`src/rtl/frame_stream_packer.sv`:
```
// Frame stream packer: captures samples from one selected channel, optionally
// packs two samples per 32-bit word, buffers words in a small FIFO and emits
// them as an AXI-Stream frame with tlast on the final word. Words that find
// the FIFO full are dropped and counted, but the frame still ends on exactly
// WORDS successfully buffered words.
module frame_stream_packer #(
  parameter int DATA_SIZE   = 12,
  parameter int CH_NUM      = 4,
  parameter int CH_SIZE     = 2,
  parameter int LENGTH      = 32768,
  parameter int LENGTH_SIZE = 15,
  parameter int FIFO_ADDR   = 4
) (
  input  logic                        clk,
  input  logic                        rst,
  input  logic                        Start,
  input  logic [CH_SIZE-1:0]          ChSel,
  input  logic                        Pack,
  input  logic [CH_NUM-1:0]           Valid,
  input  logic [CH_NUM*DATA_SIZE-1:0] Data,
  output logic [31:0]                 M_AXIS_tdata,
  output logic [3:0]                  M_AXIS_tkeep,
  output logic                        M_AXIS_tlast,
  output logic                        M_AXIS_tvalid,
  input  logic                        M_AXIS_tready,
  output logic                        Busy,
  output logic                        Done,
  output logic                        Overflow,
  output logic [15:0]                 DropCount
);

  localparam int DEPTH = 2 ** FIFO_ADDR;

  typedef enum logic [1:0] {
    IDLE  = 2'd0,
    CAPT  = 2'd1,
    DRAIN = 2'd2
  } state_t;

  state_t                 state_q, state_d;
  logic [CH_SIZE-1:0]     ch_q, ch_d;
  logic                   pack_q, pack_d;
  logic                   half_q, half_d;
  logic [15:0]            hold_q, hold_d;
  logic                   stage_vld_q, stage_vld_d;
  logic [31:0]            stage_word_q, stage_word_d;
  logic [LENGTH_SIZE-1:0] wcnt_q, wcnt_d;
  logic [FIFO_ADDR-1:0]   wr_ptr_q, wr_ptr_d;
  logic [FIFO_ADDR-1:0]   rd_ptr_q, rd_ptr_d;
  logic [FIFO_ADDR:0]     cnt_q, cnt_d;
  logic                   ovf_q, ovf_d;
  logic [15:0]            drop_q, drop_d;
  logic                   done_q, done_d;
  logic [32:0]            mem_q [DEPTH];

  logic                   sel_valid_s;
  logic [DATA_SIZE-1:0]   sel_sample_s;
  logic [32:0]            head_s;
  logic                   fifo_full_s;
  logic                   rd_s;
  logic                   wr_try_s;
  logic                   wr_s;
  logic                   drop_s;
  logic                   last_s;
  logic                   take_s;
  logic [LENGTH_SIZE-1:0] words_m1_s;

  assign sel_valid_s  = Valid[ch_q];
  assign sel_sample_s = Data[int'(ch_q)*DATA_SIZE +: DATA_SIZE];
  assign head_s       = mem_q[rd_ptr_q];
  assign fifo_full_s  = (cnt_q == (FIFO_ADDR+1)'(DEPTH));
  assign rd_s         = M_AXIS_tvalid & M_AXIS_tready;
  // The staged word is only committed while capturing; anything staged after
  // the final word is silently discarded.
  assign wr_try_s     = stage_vld_q & (state_q == CAPT);
  assign wr_s         = wr_try_s & (~fifo_full_s | rd_s);
  assign drop_s       = wr_try_s & fifo_full_s & ~rd_s;
  assign words_m1_s   = pack_q ? LENGTH_SIZE'(LENGTH/2 - 1) : LENGTH_SIZE'(LENGTH - 1);
  assign last_s       = (wcnt_q == words_m1_s);
  assign take_s       = (state_q == CAPT) & sel_valid_s & ~(wr_s & last_s);

  // Stream outputs decode directly from FIFO registers so data is stable under stall.
  assign M_AXIS_tvalid = (cnt_q != (FIFO_ADDR+1)'(0));
  assign M_AXIS_tdata  = M_AXIS_tvalid ? head_s[31:0] : 32'd0;
  assign M_AXIS_tlast  = M_AXIS_tvalid & head_s[32];
  assign M_AXIS_tkeep  = 4'hF;
  assign Busy          = (state_q != IDLE);
  assign Done          = done_q;
  assign Overflow      = ovf_q;
  assign DropCount     = drop_q;

  // Next-state logic for the FSM, word forming, FIFO pointers and drop accounting.
  always_comb begin
    state_d      = state_q;
    ch_d         = ch_q;
    pack_d       = pack_q;
    half_d       = half_q;
    hold_d       = hold_q;
    stage_vld_d  = 1'b0;
    stage_word_d = stage_word_q;
    wcnt_d       = wcnt_q;
    wr_ptr_d     = wr_ptr_q;
    rd_ptr_d     = rd_ptr_q;
    cnt_d        = cnt_q;
    ovf_d        = ovf_q;
    drop_d       = drop_q;
    done_d       = 1'b0;

    case (state_q)
      IDLE: begin
        if (Start) begin
          state_d = CAPT;
          ch_d    = ChSel;
          pack_d  = Pack;
          half_d  = 1'b0;
          hold_d  = 16'd0;
          wcnt_d  = '0;
          ovf_d   = 1'b0;
          drop_d  = 16'd0;
        end else begin
          state_d = IDLE;
        end
      end
      CAPT: begin
        if (wr_s && last_s) begin
          state_d = DRAIN;
        end else begin
          state_d = CAPT;
        end
      end
      DRAIN: begin
        if (rd_s && M_AXIS_tlast) begin
          state_d = IDLE;
          done_d  = 1'b1;
        end else begin
          state_d = DRAIN;
        end
      end
      default: begin
        state_d = IDLE;
      end
    endcase

    // Word forming: unpacked words go straight to the stage, packed words
    // pair the held first sample (low half) with the second (high half).
    if (take_s) begin
      if (!pack_q) begin
        stage_word_d = 32'(sel_sample_s);
        stage_vld_d  = 1'b1;
      end else if (!half_q) begin
        hold_d = 16'(sel_sample_s);
        half_d = 1'b1;
      end else begin
        stage_word_d = {16'(sel_sample_s), hold_q};
        stage_vld_d  = 1'b1;
        half_d       = 1'b0;
      end
    end else begin
      stage_word_d = stage_word_q;
    end

    if (wr_s) begin
      wcnt_d   = wcnt_q + LENGTH_SIZE'(1);
      wr_ptr_d = wr_ptr_q + FIFO_ADDR'(1);
    end else begin
      wcnt_d   = wcnt_d;
      wr_ptr_d = wr_ptr_q;
    end

    if (rd_s) begin
      rd_ptr_d = rd_ptr_q + FIFO_ADDR'(1);
    end else begin
      rd_ptr_d = rd_ptr_q;
    end

    case ({wr_s, rd_s})
      2'b10:   cnt_d = cnt_q + (FIFO_ADDR+1)'(1);
      2'b01:   cnt_d = cnt_q - (FIFO_ADDR+1)'(1);
      default: cnt_d = cnt_q;
    endcase

    if (drop_s) begin
      ovf_d = 1'b1;
      if (drop_q != 16'hFFFF) begin
        drop_d = drop_q + 16'd1;
      end else begin
        drop_d = drop_q;
      end
    end else begin
      ovf_d = ovf_d;
    end
  end

  // State and control registers with synchronous reset.
  always_ff @(posedge clk) begin
    if (rst) begin
      state_q      <= IDLE;
      ch_q         <= '0;
      pack_q       <= 1'b0;
      half_q       <= 1'b0;
      hold_q       <= 16'd0;
      stage_vld_q  <= 1'b0;
      stage_word_q <= 32'd0;
      wcnt_q       <= '0;
      wr_ptr_q     <= '0;
      rd_ptr_q     <= '0;
      cnt_q        <= '0;
      ovf_q        <= 1'b0;
      drop_q       <= 16'd0;
      done_q       <= 1'b0;
    end else begin
      state_q      <= state_d;
      ch_q         <= ch_d;
      pack_q       <= pack_d;
      half_q       <= half_d;
      hold_q       <= hold_d;
      stage_vld_q  <= stage_vld_d;
      stage_word_q <= stage_word_d;
      wcnt_q       <= wcnt_d;
      wr_ptr_q     <= wr_ptr_d;
      rd_ptr_q     <= rd_ptr_d;
      cnt_q        <= cnt_d;
      ovf_q        <= ovf_d;
      drop_q       <= drop_d;
      done_q       <= done_d;
    end
  end

  // FIFO storage: {tlast, data}; contents are qualified by the count, so no reset.
  always_ff @(posedge clk) begin
    if (wr_s) begin
      mem_q[wr_ptr_q] <= {last_s, stage_word_q};
    end
  end

endmodule
```
`config.mk`:
```
export PLATFORM = sky130hd
export DESIGN_NAME = frame_stream_packer
export DESIGN_NICKNAME = d
export VERILOG_FILES = /design/src/rtl/frame_stream_packer.sv
export SDC_FILE = /design/constraint.sdc
export NUM_CORES = 1
export LEC_CHECK = 0
export BUFFER_PORTS_ARGS = -buffer_cell sky130_fd_sc_hd__buf_4
export CORE_AREA = 2 2 205 207
export CTS_BUF_LIST = sky130_fd_sc_hd__clkbuf_8
export CTS_CLUSTER_SIZE = 30
export DETAILED_ROUTE_END_ITERATION = 8
export DIE_AREA = 0 0 207 209
export GPL_ROUTABILITY_DRIVEN = 0
export PLACE_DENSITY = 0.75
export SYNTH_ARGS = -nofsm -noshare
export SYNTH_HDL_FRONTEND = slang
export SYNTH_SLANG_ARGS = --single-unit
export TNS_END_PERCENT = 5
```
`constraint.sdc`:
```
create_clock -name clk -period 3.65 [get_ports clk]
set_input_delay 0.365 -clock clk [delete_from_list [all_inputs] [get_ports clk]]
set_output_delay 0.365 -clock clk [all_outputs]
set_load 0.01 [all_outputs]
```
==> impl_metrics.py <==
metrics = {
    "hold_path": {
        "hold_path_end": "Overflow",
        "hold_path_class": "input pin to flip-flop",
        "whs_path_depth": 4,
        "min_from": "M_AXIS_tready",
    },
    "timing": {
        "fin_crit_sh": 0.925,
        "finalClockSkew_ps": 20.8,
        "drv_slew": 0,
        "max_slew_margin": 0.392,
        "setup_violations": 0,
        "worst_slew_pin_slew_ps": 909,
        "max_freq_mhz": 296,
        "min_period_ps": 3380,
        "hold_viol": 0,
        "rsz0062_at_grt": "no",
    },
    "setup_path": {
        "crit_type": "flip-flop to primary output",
        "end_kind": "primary output",
        "crit_arrival_ps": 3010,
        "max_stage_delay_ps": 570,
        "reg2regPathDepth": 6,
        "path_cells": "buf_12 -> mux4_2 -> mux4_2 -> and2_1 -> buf_4",
        "rrSetupSlack_ps": 920,
        "crit_fanout": 46,
        "worstReg2RegStart": "cnt_q[1]",
        "r2r-end": "mem_q[5][13]",
        "crit_slowest_cell": "mux4_2",
        "path_common_cell": "mux4_2",
        "required_ps": 3280,
        "crit_path_start_kind": "flip-flop",
    },
    "cells_and_area": {
        "nNetsFinal": 1433,
        "syn_to_final_growth_pct": 15.1,
        "layout_commonest_cell": "edfxtp_1",
        "final_cell_mix": "edfxtp_1 (464), mux4_2 (158), buf_4 (138)",
        "drive_gt1_frac": 0.323,
        "antennaDiodeCount": 0,
        "post-route-util": 0.622,
        "fin_cells": 1975,
    },
    "cts": {
        "cts_tree": "done",
        "h-tree-depth": 3,
        "cts_buffers": 88,
        "cts_root_buf": "clkbuf_8",
        "post-cts-setup-buffer-count": 0,
        "clockBufferDepth": 3,
        "cts_sinks": 565,
        "clock_latency_ps": 640,
        "cts.clk_slew.worst_paths_ps": 60,
    },
    "routing": {
        "firstDrtPassIters": 5,
        "drtAntennaViolNets": 0,
        "wl_per_cell_um": 24.1,
        "vias_per_cell": 5.98,
        "routed_wl_um": 47700,
        "drc": 0,
        "vias": 11800,
        "drt_iter0_markers": 1025,
    },
    "synth": {
        "seq_area_frac_synth": 0.715,
        "synth_cells": 1192,
        "synth-edff-count": 464,
        "ys_seq_elements": 565,
        "yosysWarnings": 0,
        "synthFlopType": "edfxtp_1",
        "syn_area_per_cell_sq_um": 18.7,
        "syn_area_sq_mm": 0.0223,
        "synth_cell_type_count": 54,
        "async_flop_share": 0,
    },
    "global_route": {
        "grt_antenna_before_repair": 0,
        "grt_util_all_layers": 0.224,
        "grt_start_max_net_pins": 66,
        "grt_pass1_wl_um": 72200,
        "gr-total-overflow": 0,
        "grt_pass1_vias": 12100,
    },
    "power_and_ir_drop": {
        "ir_drop_uv": 370,
        "switching_share": 0.261,
        "p_comb_frac": 0.194,
        "power.share.sequential": 0.478,
        "p_sw_uw": 3920,
        "powerDensity_mw_per_mm2": 584,
        "cellLeakagePower_uw": 0.00848,
        "power.clock.fraction": 0.328,
        "internal-power_uw": 11100,
    },
    "run_status": {
        "status": "finished, final reports clean",
    },
    "flow_run": {
        "cap_violations": 0,
    },
    "floorplanning": {
        "dieArea_sq_mm": 0.0433,
        "ios": 116,
        "core_sq_mm": 0.0413,
        "row_count": 75,
        "die_h_um": 209,
        "die_x_um": 207,
        "start_util": 0.540,
    },
    "placed_design": {
        "io_buffers": 107,
        "dp_hpwl_um": 27600,
        "dp.cells": 1810,
    },
}
==> cells by family (layout without fill, tap and decap cells) <==
logic type	Yosys count	count (layout)	share of synthesized area
buf+inv	82	320	0.0167
mux	175	175	0.167
fa+ha+maj	9	9	0.00505
compound gates	88	88	0.0282
other cells	2	8	0.000337
xor+xnor	27	27	0.0106
flops	565	565	0.715
simple gates	244	244	0.0570
==> how the worst max path moves through the flow <==
stage | from | slack [ps] | cells after the start | to
after global routing | flip-flop | 160 | 5 | M_AXIS_tdata[21]
final | flip-flop | 270 | 5 | M_AXIS_tdata[21]
after detailed placement | flip-flop | 910 | 5 | M_AXIS_tdata[21]
after global placement | flip-flop | 940 | 5 | M_AXIS_tdata[21]
after floorplan | cnt_q[2] | -160 | 5 | mem_q[2][0]
after CTS | flip-flop | 220 | 5 | M_AXIS_tdata[21]
==> what timing repair did <==
action                    4_1_cts  5_1_grt
resized for setup               0        0
hold buffers                    4        0
hold endpoints to repair        4        0
==> flip-flops by register name, summed over array words and instances, names as in the netlist, named ones only <==
signal	cells
mem_q	464
stage_word_q	28
DropCount	16
hold_q	16
wcnt_q	15
cnt_q	5
rd_ptr_q	4
wr_ptr_q	4
ch_q	2
state_q	2
Done	1
Overflow	1
half_q	1
pack_q	1
stage_vld_q	1
==> power by group through the flow <==
stage	clock, uW	sequential, uW	combinational, uW
after floorplan	0	7190	2020
after global placement	0	7300	2920
after detailed placement	0	7310	2960
after CTS	5020	7180	2970
after global routing	5290	7190	3130
final	4920	7180	2910
==> stage by stage <==
stage               worst slack (ps)  cell area, sq um  TNS [ps]  power, uW  hold WS [ps]
floorplan                       -160             22300     -4650       9210           441
global placement                 943             24000         0      10200           453
detailed placement               911             24000         0      10300           460
CTS                              220             25700         0      15200           181
global route                     158             25700         0      15600           222
finish                           274             25700         0      15000           218
==> routing by layer <==
metal | share of wire | wire [um] | vias up | global-route usage
li1 | - | - | 5124 | -
met1 | 0.40 | 19100 | 6058 | 0.310
met2 | 0.49 | 23500 | 568 | 0.368
met3 | 0.087 | 4150 | 67 | 0.0409
met4 | 0.019 | 898 | 0 | 0.0677
met5 | 0 | 0 | - | 0
==> worst max-delay path: cells and delay by family, from the launching register on <==
kind / cells / cell delay [ps]
AND/OR/NAND/NOR: 1 / 220
buffers and inverters: 2 / 540
multiplexers: 2 / 1020
flip-flops: 1 / 550
==> final cells by class <==
type / instances / area, sq um
inverters: 9 / 33.8
clock buffers: 98 / 1350
fillers: 2834 / 15600
clock inverters: 63 / 303
well taps: 539 / 674
flip-flops and latches: 565 / 16000
repair buffers: 150 / 1240
multi-input cells: 551 / 6130
==> Yosys cell counts, types with 2 or more instances <==
master    instances  share of area
a211oi_1          6         0.0020
a211oi_2          8         0.0045
a21oi_1          21         0.0047
a22o_1           16         0.0063
a31oi_1           2        0.00056
and2_1           32         0.0090
and3_1           10         0.0028
buf_1            10         0.0017
buf_2            13         0.0029
buf_4             9         0.0030
buf_6             2         0.0010
clkbuf_1         39         0.0066
conb_1            2        0.00034
dfxtp_1         101          0.091
edfxtp_1        464           0.62
ha_1              9         0.0050
inv_1             9         0.0015
mux2_2            2         0.0010
mux2i_1          15         0.0067
mux4_2          158           0.16
nand2_1          33         0.0056
nand2b_1         16         0.0045
nand3_1          24         0.0054
nand3b_1          2        0.00067
nand4_1          14         0.0039
nand4b_1          2        0.00079
nor2_1           80          0.013
nor2b_1           2        0.00056
nor3_1           11         0.0025
nor4_1            2        0.00056
nor4b_2           3         0.0020
o211ai_1          3         0.0010
o21ai_0          22         0.0049
o21ai_2           2        0.00079
o31a_1            2        0.00079
or3_1             3        0.00084
xnor2_1           8         0.0031
xor2_1           19         0.0075
(Power assumes the default switching activity.)
